File: config.mk
export PLATFORM = sky130hd
export DESIGN_NAME = slug_motion
export DESIGN_NICKNAME = d
export VERILOG_FILES = /design/src/rtl/slug_pkg.sv /design/src/rtl/slug_motion_sat_counter.sv /design/src/rtl/slug_motion.sv
export SDC_FILE = /design/constraint.sdc
export NUM_CORES = 1
export LEC_CHECK = 0
export ABC_AREA = 1
export CAP_MARGIN = 10
export CELL_PAD_IN_SITES_DETAIL_PLACEMENT = 0
export CELL_PAD_IN_SITES_GLOBAL_PLACEMENT = 1
export CORE_UTILIZATION = 40
export DETAILED_ROUTE_END_ITERATION = 10
export DONT_BUFFER_PORTS = 1
export PLACE_DENSITY_LB_ADDON = 0.1
export SYNTH_ARGS = -nofsm -noshare
export SYNTH_HDL_FRONTEND = slang
export SYNTH_SLANG_ARGS = --single-unit
File: constraint.sdc
create_clock -name clk -period 2.85 [get_ports clk]
set_clock_uncertainty 0.2 [all_clocks]
set_input_delay 0.7125 -clock clk [delete_from_list [all_inputs] [get_ports clk]]
set_output_delay 0.7125 -clock clk [all_outputs]
set_load 0.005 [all_outputs]
File: src/rtl/slug_pkg.sv
// rtl/slug_pkg.sv - shared types and constants for the slug motion controller
//
// Purpose: state encoding, move-select codes and datapath widths shared by
// slug_motion and its energy counter.
// Ports: none (package).

package slug_pkg;

  localparam int YW = 11;  // Y position width
  localparam int EW = 8;   // hover energy width

  typedef enum logic [1:0] {
    IDLE = 2'd0,
    FLY  = 2'd1,
    DEAD = 2'd2
  } state_t;

  // Select codes for the downstream 4:1 position/sprite mux; 2'b01 is unused.
  localparam logic [1:0] SEL_HOLD = 2'b00;
  localparam logic [1:0] SEL_UP   = 2'b10;
  localparam logic [1:0] SEL_DOWN = 2'b11;

endpackage

File: src/rtl/slug_motion_sat_counter.sv
// rtl/slug_motion_sat_counter.sv - saturating up/down counter used for hover energy
//
// Purpose: W-bit counter that counts up to MAX and down to zero without wrap.
//   Simultaneous inc and dec cancel and the count holds.
// Ports:
//   clk    in  1  system clock
//   reset  in  1  synchronous active-high reset, loads INIT
//   inc    in  1  count up by one, saturating at MAX
//   dec    in  1  count down by one, saturating at zero
//   count  out W  current count (registered)

module sat_counter #(
  parameter int           W    = 8,
  parameter logic [W-1:0] MAX  = '1,
  parameter logic [W-1:0] INIT = MAX
) (
  input  logic         clk,
  input  logic         reset,
  input  logic         inc,
  input  logic         dec,
  output logic [W-1:0] count
);

  localparam logic [W-1:0] ONE  = {{(W-1){1'b0}}, 1'b1};
  localparam logic [W-1:0] ZERO = '0;

  always_ff @(posedge clk) begin
    if (reset) begin
      count <= INIT;
    end else if (inc && !dec) begin
      if (count < MAX) count <= count + ONE;
    end else if (dec && !inc) begin
      if (count != ZERO) count <= count - ONE;
    end
  end

endmodule

File: src/rtl/slug_motion.sv
// rtl/slug_motion.sv - per-frame vertical motion controller for the slug sprite
//
// Purpose: IDLE/FLY/DEAD state machine that moves the sprite Y position up
//   (hover, spending energy) or down (fall, recharging energy) once per frame,
//   clamped to [Y_TOP, Y_FLOOR], and freezes on collision.
// Ports:
//   clk       in  1   25 MHz pixel clock
//   reset     in  1   synchronous active-high reset
//   frame     in  1   one-cycle pulse per video frame
//   go        in  1   start play (level)
//   flap      in  1   hover request (level, debounced)
//   collide   in  1   obstacle collision (level)
//   y_pos     out 11  current Y position
//   move_sel  out 2   00 hold, 10 up, 11 down (drives the position mux select)
//   energy    out 8   remaining hover energy
//   dead      out 1   high while in DEAD

module slug_motion
  import slug_pkg::*;
#(
  parameter logic [YW-1:0] Y_START = 11'd300,
  parameter logic [YW-1:0] Y_TOP   = 11'd8,
  parameter logic [YW-1:0] Y_FLOOR = 11'd440,
  parameter logic [YW-1:0] STEP    = 11'd2,
  parameter logic [EW-1:0] E_MAX   = 8'd192
) (
  input  logic          clk,
  input  logic          reset,
  input  logic          frame,
  input  logic          go,
  input  logic          flap,
  input  logic          collide,
  output logic [YW-1:0] y_pos,
  output logic [1:0]    move_sel,
  output logic [EW-1:0] energy,
  output logic          dead
);

  state_t state;

  // One extra bit so an up move below zero shows as a set MSB instead of
  // wrapping to a large position, and a down move past 2047 cannot wrap.
  logic [YW:0] y_ext;
  logic [YW:0] up_raw;
  logic [YW:0] down_raw;
  logic        up_clamp;
  logic        down_clamp;
  logic        hover;
  logic        move_now;

  assign y_ext      = {1'b0, y_pos};
  assign up_raw     = y_ext - {1'b0, STEP};
  assign down_raw   = y_ext + {1'b0, STEP};
  assign up_clamp   = up_raw[YW] || (up_raw[YW-1:0] < Y_TOP);
  assign down_clamp = down_raw > {1'b0, Y_FLOOR};

  // Hover only while there is energy left; an empty budget turns a held flap
  // into an ordinary fall, which also recharges.
  assign hover    = flap && (energy != '0);
  // Collision wins over a coincident frame: no move and no energy change.
  assign move_now = (state == FLY) && frame && !collide;

  sat_counter #(
    .W    (EW),
    .MAX  (E_MAX),
    .INIT (E_MAX)
  ) u_energy (
    .clk   (clk),
    .reset (reset),
    .inc   (move_now && !hover),
    .dec   (move_now && hover),
    .count (energy)
  );

  always_ff @(posedge clk) begin
    if (reset) begin
      state    <= IDLE;
      y_pos    <= Y_START;
      move_sel <= SEL_HOLD;
      dead     <= 1'b0;
    end else begin
      case (state)
        IDLE: begin
          move_sel <= SEL_HOLD;
          if (go) state <= FLY;
        end
        FLY: begin
          if (collide) begin
            state    <= DEAD;
            dead     <= 1'b1;
            move_sel <= SEL_HOLD;
          end else if (frame) begin
            if (hover) begin
              y_pos    <= up_clamp ? Y_TOP : up_raw[YW-1:0];
              move_sel <= up_clamp ? SEL_HOLD : SEL_UP;
            end else begin
              y_pos    <= down_clamp ? Y_FLOOR : down_raw[YW-1:0];
              move_sel <= down_clamp ? SEL_HOLD : SEL_DOWN;
            end
          end
        end
        DEAD: begin
          move_sel <= SEL_HOLD;
          dead     <= 1'b1;
        end
        default: begin
          state    <= IDLE;
          move_sel <= SEL_HOLD;
          dead     <= 1'b0;
        end
      endcase
    end
  end

endmodule
==> qor.csv, run 1 <==
metric,value,unit
power,1088,uW
hp-class,in2reg,
power.density,524.8,nW/um2
yosysTopAreaCell,dfxtp_1,
die_w,71.50,um
yosys.area_share.simple,0.3789,
p_comb_frac,0.397,
fin_ws,0.2235,ns
synth_seq_cells,23,
switchingPower,444.6,uW
avgSynthCellArea,6.376,um2
initial_utilization,0.4289,
ys_async_sr_fraction,0,
drv_slew,0,
synth_compound_area_frac,0.1360,
wl_per_cell,13.24,um
place_area,1989,um2
critPathLaunchType,register,
worst_slew_pin_slew,0.5680,ns
max-vdd-ir-drop,325.4,uV
ios,28,
rrSetupSlack,0.22,ns
synth.net_count,323,
seq_area_frac_synth,0.2383,
drcViolationCount,0,
setup_viol,0,
routed_wl,4740,um
cts_setup_buffers,0,
synth_mux_area_frac,0,
maxSlewHeadroom,0.6208,
drive_gt1_frac,0.1307,
yosys-top-cells-area,"dfxtp_1 24%, nand2_1 15%, ha_1 8.4%",
numPortBuffers,0,
rsz0062_at_grt,no,
ant_nets,0,
grt_pass1_wl,8224,um
leakage,0.0009546,uW
grt_usage,0.2021,
tns,0,ns
switching_share,0.4087,
clk_pin_slew,0.10,ns
vias,1811,
syn_inst,303,
h-tree-depth,1,
period_minus_slack,2.626,ns
grt_antenna_before_repair,0,
cp.arrival,2.65,ns
clkSinkCount,23,
design_area,2073,um2
maxCapViolations,0,
synthTopCellsByCount,"78 x nand2_1, 35 x nor2_1, 33 x inv_1, 27 x nand3_1, 23 x dfxtp_1",
ys_warn_count,0,
final_net_count,327,
syn_to_final_growth,7.319,%
row_count,24,
coreArea,4504,um2
dp_hpwl,3622,um
antennaDiodeCount,0,
synthAdderAreaFrac,0.09456,
grt_max_degree,15,
end_kind,register,
fp.dieArea,5112,um2
place_ws,0.05582,ns
crit_path_max_fanout,7,
synth_top_area_share,0.2383,
yosys_most_used_dff,dfxtp_1,
status,"complete, no violations",
gp_congestion,0.8649,
grt_pass1_vias,1764,
die_h,71.50,um
power.internal,643.4,uW
cts.root.buffer_cell,clkbuf_8,
synth.distinct_cells,32,
synth_top_family_by_area,simple AND/OR/NAND/NOR gates,
fin_crit_sh,0.9216,
cts_buffers,3,
pwr-share-clk,0.202,
cts_buffer_depth,2,
vias_per_cell,5.059,
syn-cell-area,1932,um2
worst-setup-path-type,reg2reg,
gr-total-overflow,0,
drt-initial-drc-count,100,
synth_xor_xnor_area_share,0.03627,
cts_tree,built,
seq_power_share,0.401,
fmax,0.3807,GHz
dr.pass1.iters,4,
synth.most_common_cell,nand2_1,
synth_edf_count,0,
crit_required,2.87,ns
hold_viol_final,0,
worstSkewPairLatency,0.28,ns
kinds of logic after synthesis:
logic type | count (synthesis)
simple gates | 164
flops | 23
xor+xnor | 8
compound gates | 46
buf+inv | 47
other cells | 1
fa+ha+maj | 14
state kept, by name (all words and copies together), names as in the netlist:
register / count
dead: 1
move_sel: 2
y_pos: 10
u_energy.count: 8
state: 2
cell type report:
class | count | area, um2
inverters | 37 | 142.6
fillers | 476 | 2431
clock inverters | 1 | 7.507
repair buffers | 9 | 67.56
well taps | 52 | 65.06
flip-flops and latches | 23 | 460.4
multi-input cells | 233 | 1289
clock buffers | 3 | 41.29
final timing paths:
path / start / endpoint / cells after the start
worst max-delay path: state[1]$_SDFFE_PP0P_ / u_energy.count[6]$_SDFFE_PP1P_ / 18
worst min-delay path: reset / y_pos[9]$_SDFFE_PP0P_ / 1
worst max register to register: state[1]$_SDFFE_PP0P_ / u_energy.count[6]$_SDFFE_PP1P_ / 18
worst min register to register: dead$_SDFFE_PP0P_ / dead$_SDFFE_PP0P_ / 2
what timing repair did:
action	4_1_cts	5_1_grt
hold buffers	0	0
resized for setup	0	5
endpoints found under the setup margin	0	3
metal layers:
| metal | up-vias | global-route usage | part of all wire | routed length, um |
|---|---|---|---|---|
| met5 | - | 0 | 0 | 0 |
| met4 | 0 | 0.05882 | 0.0086 | 41 |
| met3 | 4 | 0.02954 | 0.028 | 134 |
| met2 | 23 | 0.3566 | 0.50 | 2354 |
| met1 | 808 | 0.2565 | 0.47 | 2209 |
| li1 | 976 | - | - | - |
placed cells by master, fill, tap and decap left out, drive strengths merged:
| cell type | instances |
|---|---|
| a21oi | 23 |
| and2 | 1 |
| buf | 9 |
| clkbuf | 3 |
| clkinv | 1 |
| clkinvlp | 1 |
| conb | 1 |
| dfxtp | 23 |
| fa | 1 |
| ha | 13 |
| inv | 36 |
| nand2 | 85 |
| nand3 | 28 |
| nand4 | 6 |
| nor2 | 41 |
| nor3 | 3 |
| o211ai | 2 |
| o21ai | 18 |
| o21bai | 2 |
| o31a | 1 |
| xnor2 | 3 |
| xor2 | 5 |
power groups by stage:
stage          clock, uW  combinational [uW]  sequential (uW)
3_3_place_gp           0                 426              444
4_1_cts              229                 427              436
6_report             220                 432              436
3_5_place_dp           0                 425              443
5_1_grt              239                 500              444
2_1_floorplan          0                 363              407
critical path, stage by stage (launching register included):
cell	delay [ns]
dfxtp_1	0.33
inv_1	0.07
ha_1	0.13
inv_1	0.04
nor2_1	0.11
inv_1	0.10
nor2_2	0.15
clkinv_2	0.09
nor2_4	0.14
inv_4	0.08
fa_2	0.36
nand3_1	0.10
nand3_1	0.10
a21oi_1	0.14
nor2_1	0.05
nor2_1	0.11
xor2_1	0.15
nand2_1	0.06
nand2_1	0.06
through the flow:
stage	hold slack, ns	instances	utilization
global placement	0.3289	354	0.4417
finish	0.2997	358	0.4603
global route	0.2900	358	0.4603
CTS	0.2917	358	0.4525
floorplan	0.2981	303	-
detailed placement	0.3283	354	0.4417
(Power assumes the default switching activity.)
==> inputs of run 2 (changes only) <==
- CORE_UTILIZATION: 40 -> 48
- RECOVER_POWER: unset -> 100
- clock period: 2.85 -> 3.3 ns (I/O delays scaled with it)
==> run 2 against run 1 <==
Compared with the run above:
- critical path depth did not move
- hold slack better by 0.049 ns
- core utilization grew 5.4 points
- sequential power fell by 14%
- sequential cell count unchanged
- cell area is 6.4% lower
- global-route usage rose by 2.9 points
- sequential share of layout area increased by 1.5 points
- critical path type unchanged
- critical endpoint unchanged
==> qor.csv, run 2 (same netlist as run 1, synthesis figures left out) <==
metric,value,unit
vias_per_cell,5.100,
dp_hpwl,3432,um
crit_path_max_fanout,7,
hold_viol_final,0,
top_regs,"y_pos: 10 flops, u_energy.count: 8 flops",
syn_to_final_growth,0.4533,%
ctsResizeCount,0,
worst-setup-path-type,reg2reg,
fin_crit_sh,0.8873,
die_w,65.44,um
drive_gt1_frac,0.05980,
h-tree-depth,1,
dr.pass1.iters,4,
place_area,1941,um2
cts_buffer_depth,2,
worst_slew_pin_slew,0.5723,ns
grt_antenna_before_repair,0,
vias,1780,
worstSkewPairLatency,0.27,ns
layout_commonest_cell,nand2_1,
cp.arrival,2.94,ns
critPathMostFrequentCell,nor2_1,
setup_viol,0,
grt_usage,0.2313,
grt_max_degree,15,
coreArea,3771,um2
cts_tree,built,
critPathLaunchType,register,
critical-path-max-stage-delay,0.43,ns
maxSlewHeadroom,0.6179,
holdBufCountCts,0,
cts_setup_buffers,0,
place_ws,0.1941,ns
leakage,0.0009164,uW
end_kind,register,
largest_reg_flops,10,
clk_pin_slew,0.09,ns
design_area,1941,um2
ios,28,
cts.root.buffer_cell,clkbuf_8,
grt_pass1_wl,7638,um
top_register,y_pos,
numPortBuffers,0,
max-vdd-ir-drop,256.9,uV
hp-class,reg2reg,
final_cell_mix,"81 x nand2_1, 37 x nor2_1, 34 x inv_1",
rsz0062_at_grt,no,
row_count,22,
worstPathCellList,"inv_1, ha_1, inv_1, nor2_1, inv_1, nor2_1, clkinv_1, nor2_1, inv_1, fa_1, nand3_1, nand3_1, a21oi_1, nor2_1, nor2_1, xor2_1, nand2_1, nand2_1",
antennaDiodeCount,0,
gr-total-overflow,0,
die_h,65.44,um
power.density,455.9,nW/um2
drt-initial-drc-count,100,
fin_ws,0.3720,ns
initial_utilization,0.5123,
clkSinkCount,23,
wl_per_cell,12.94,um
tns,0,ns
gp_congestion,0.8356,
period_minus_slack,2.928,ns
drcViolationCount,0,
slowest_stage,fa_1,
final_net_count,322,
maxCapViolations,0,
ant_nets,0,
crit_required,3.31,ns
status,"complete, no violations",
routed_wl,4516,um
cts_buffers,3,
grt_pass1_vias,1708,
fp.dieArea,4282,um2
fmax,0.3415,GHz
drv_slew,0,
-- run 2: cell type report --
type	instances	area, um2
Fill cell	408	1831
Multi-Input combinational cell	233	1212
Sequential cell	23	460.4
Inverter	37	138.9
Tap cell	48	60.06
Clock buffer	3	41.29
Timing Repair Buffer	4	22.52
Clock inverter	1	5.005
-- run 2: metrics by stage --
step                        util  power, uW  std cells  hold slack (ns)
after floorplan                -      663.4        303           0.2981
final                     0.5146      884.8        349           0.3490
after CTS                 0.5269      900.2        349           0.3524
after global routing      0.5146      967.9        349           0.3821
after detailed placement  0.5146      724.2        345           0.3344
after global placement    0.5146      724.6        345           0.3287
-- run 2: critical path: cells and delay by family (launching register included) --
family	cells	cell delay, ns
adder cells (fa/ha/maj)	2	0.60
buffers and inverters	5	0.53
flip-flops	1	0.32
AO/OA/AOI/OAI	1	0.14
AND/OR/NAND/NOR	9	0.93
XOR/XNOR	1	0.15
-- run 2: report_power, final --
part	internal [uW]	switching (uW)	leakage [uW]	total [uW]
registers	315	58.9	0.000187	374
logic	126	207	0.000704	333
clock network	84.4	93.5	0.0000255	178
total	526	359	0.000916	885
-- run 2: per-layer routing --
layer / vias up / global-route usage / wire, um
met5: - / 0 / 0
met4: 0 / 0.1033 / 72
met3: 7 / 0.03125 / 112
met2: 26 / 0.3969 / 2123
met1: 778 / 0.2851 / 2207
li1: 969 / - / -
-- run 2: final timing paths --
kind                                                  endpoint  slack [ns]                   from  cells past startpoint
worst max-delay path            u_energy.count[6]$_SDFFE_PP1P_        0.37  state[1]$_SDFFE_PP0P_                     18
worst min-delay path                         dead$_SDFFE_PP0P_        0.35      dead$_SDFFE_PP0P_                      2
worst max register to register  u_energy.count[6]$_SDFFE_PP1P_        0.37  state[1]$_SDFFE_PP0P_                     18
worst min register to register               dead$_SDFFE_PP0P_        0.35      dead$_SDFFE_PP0P_                      2
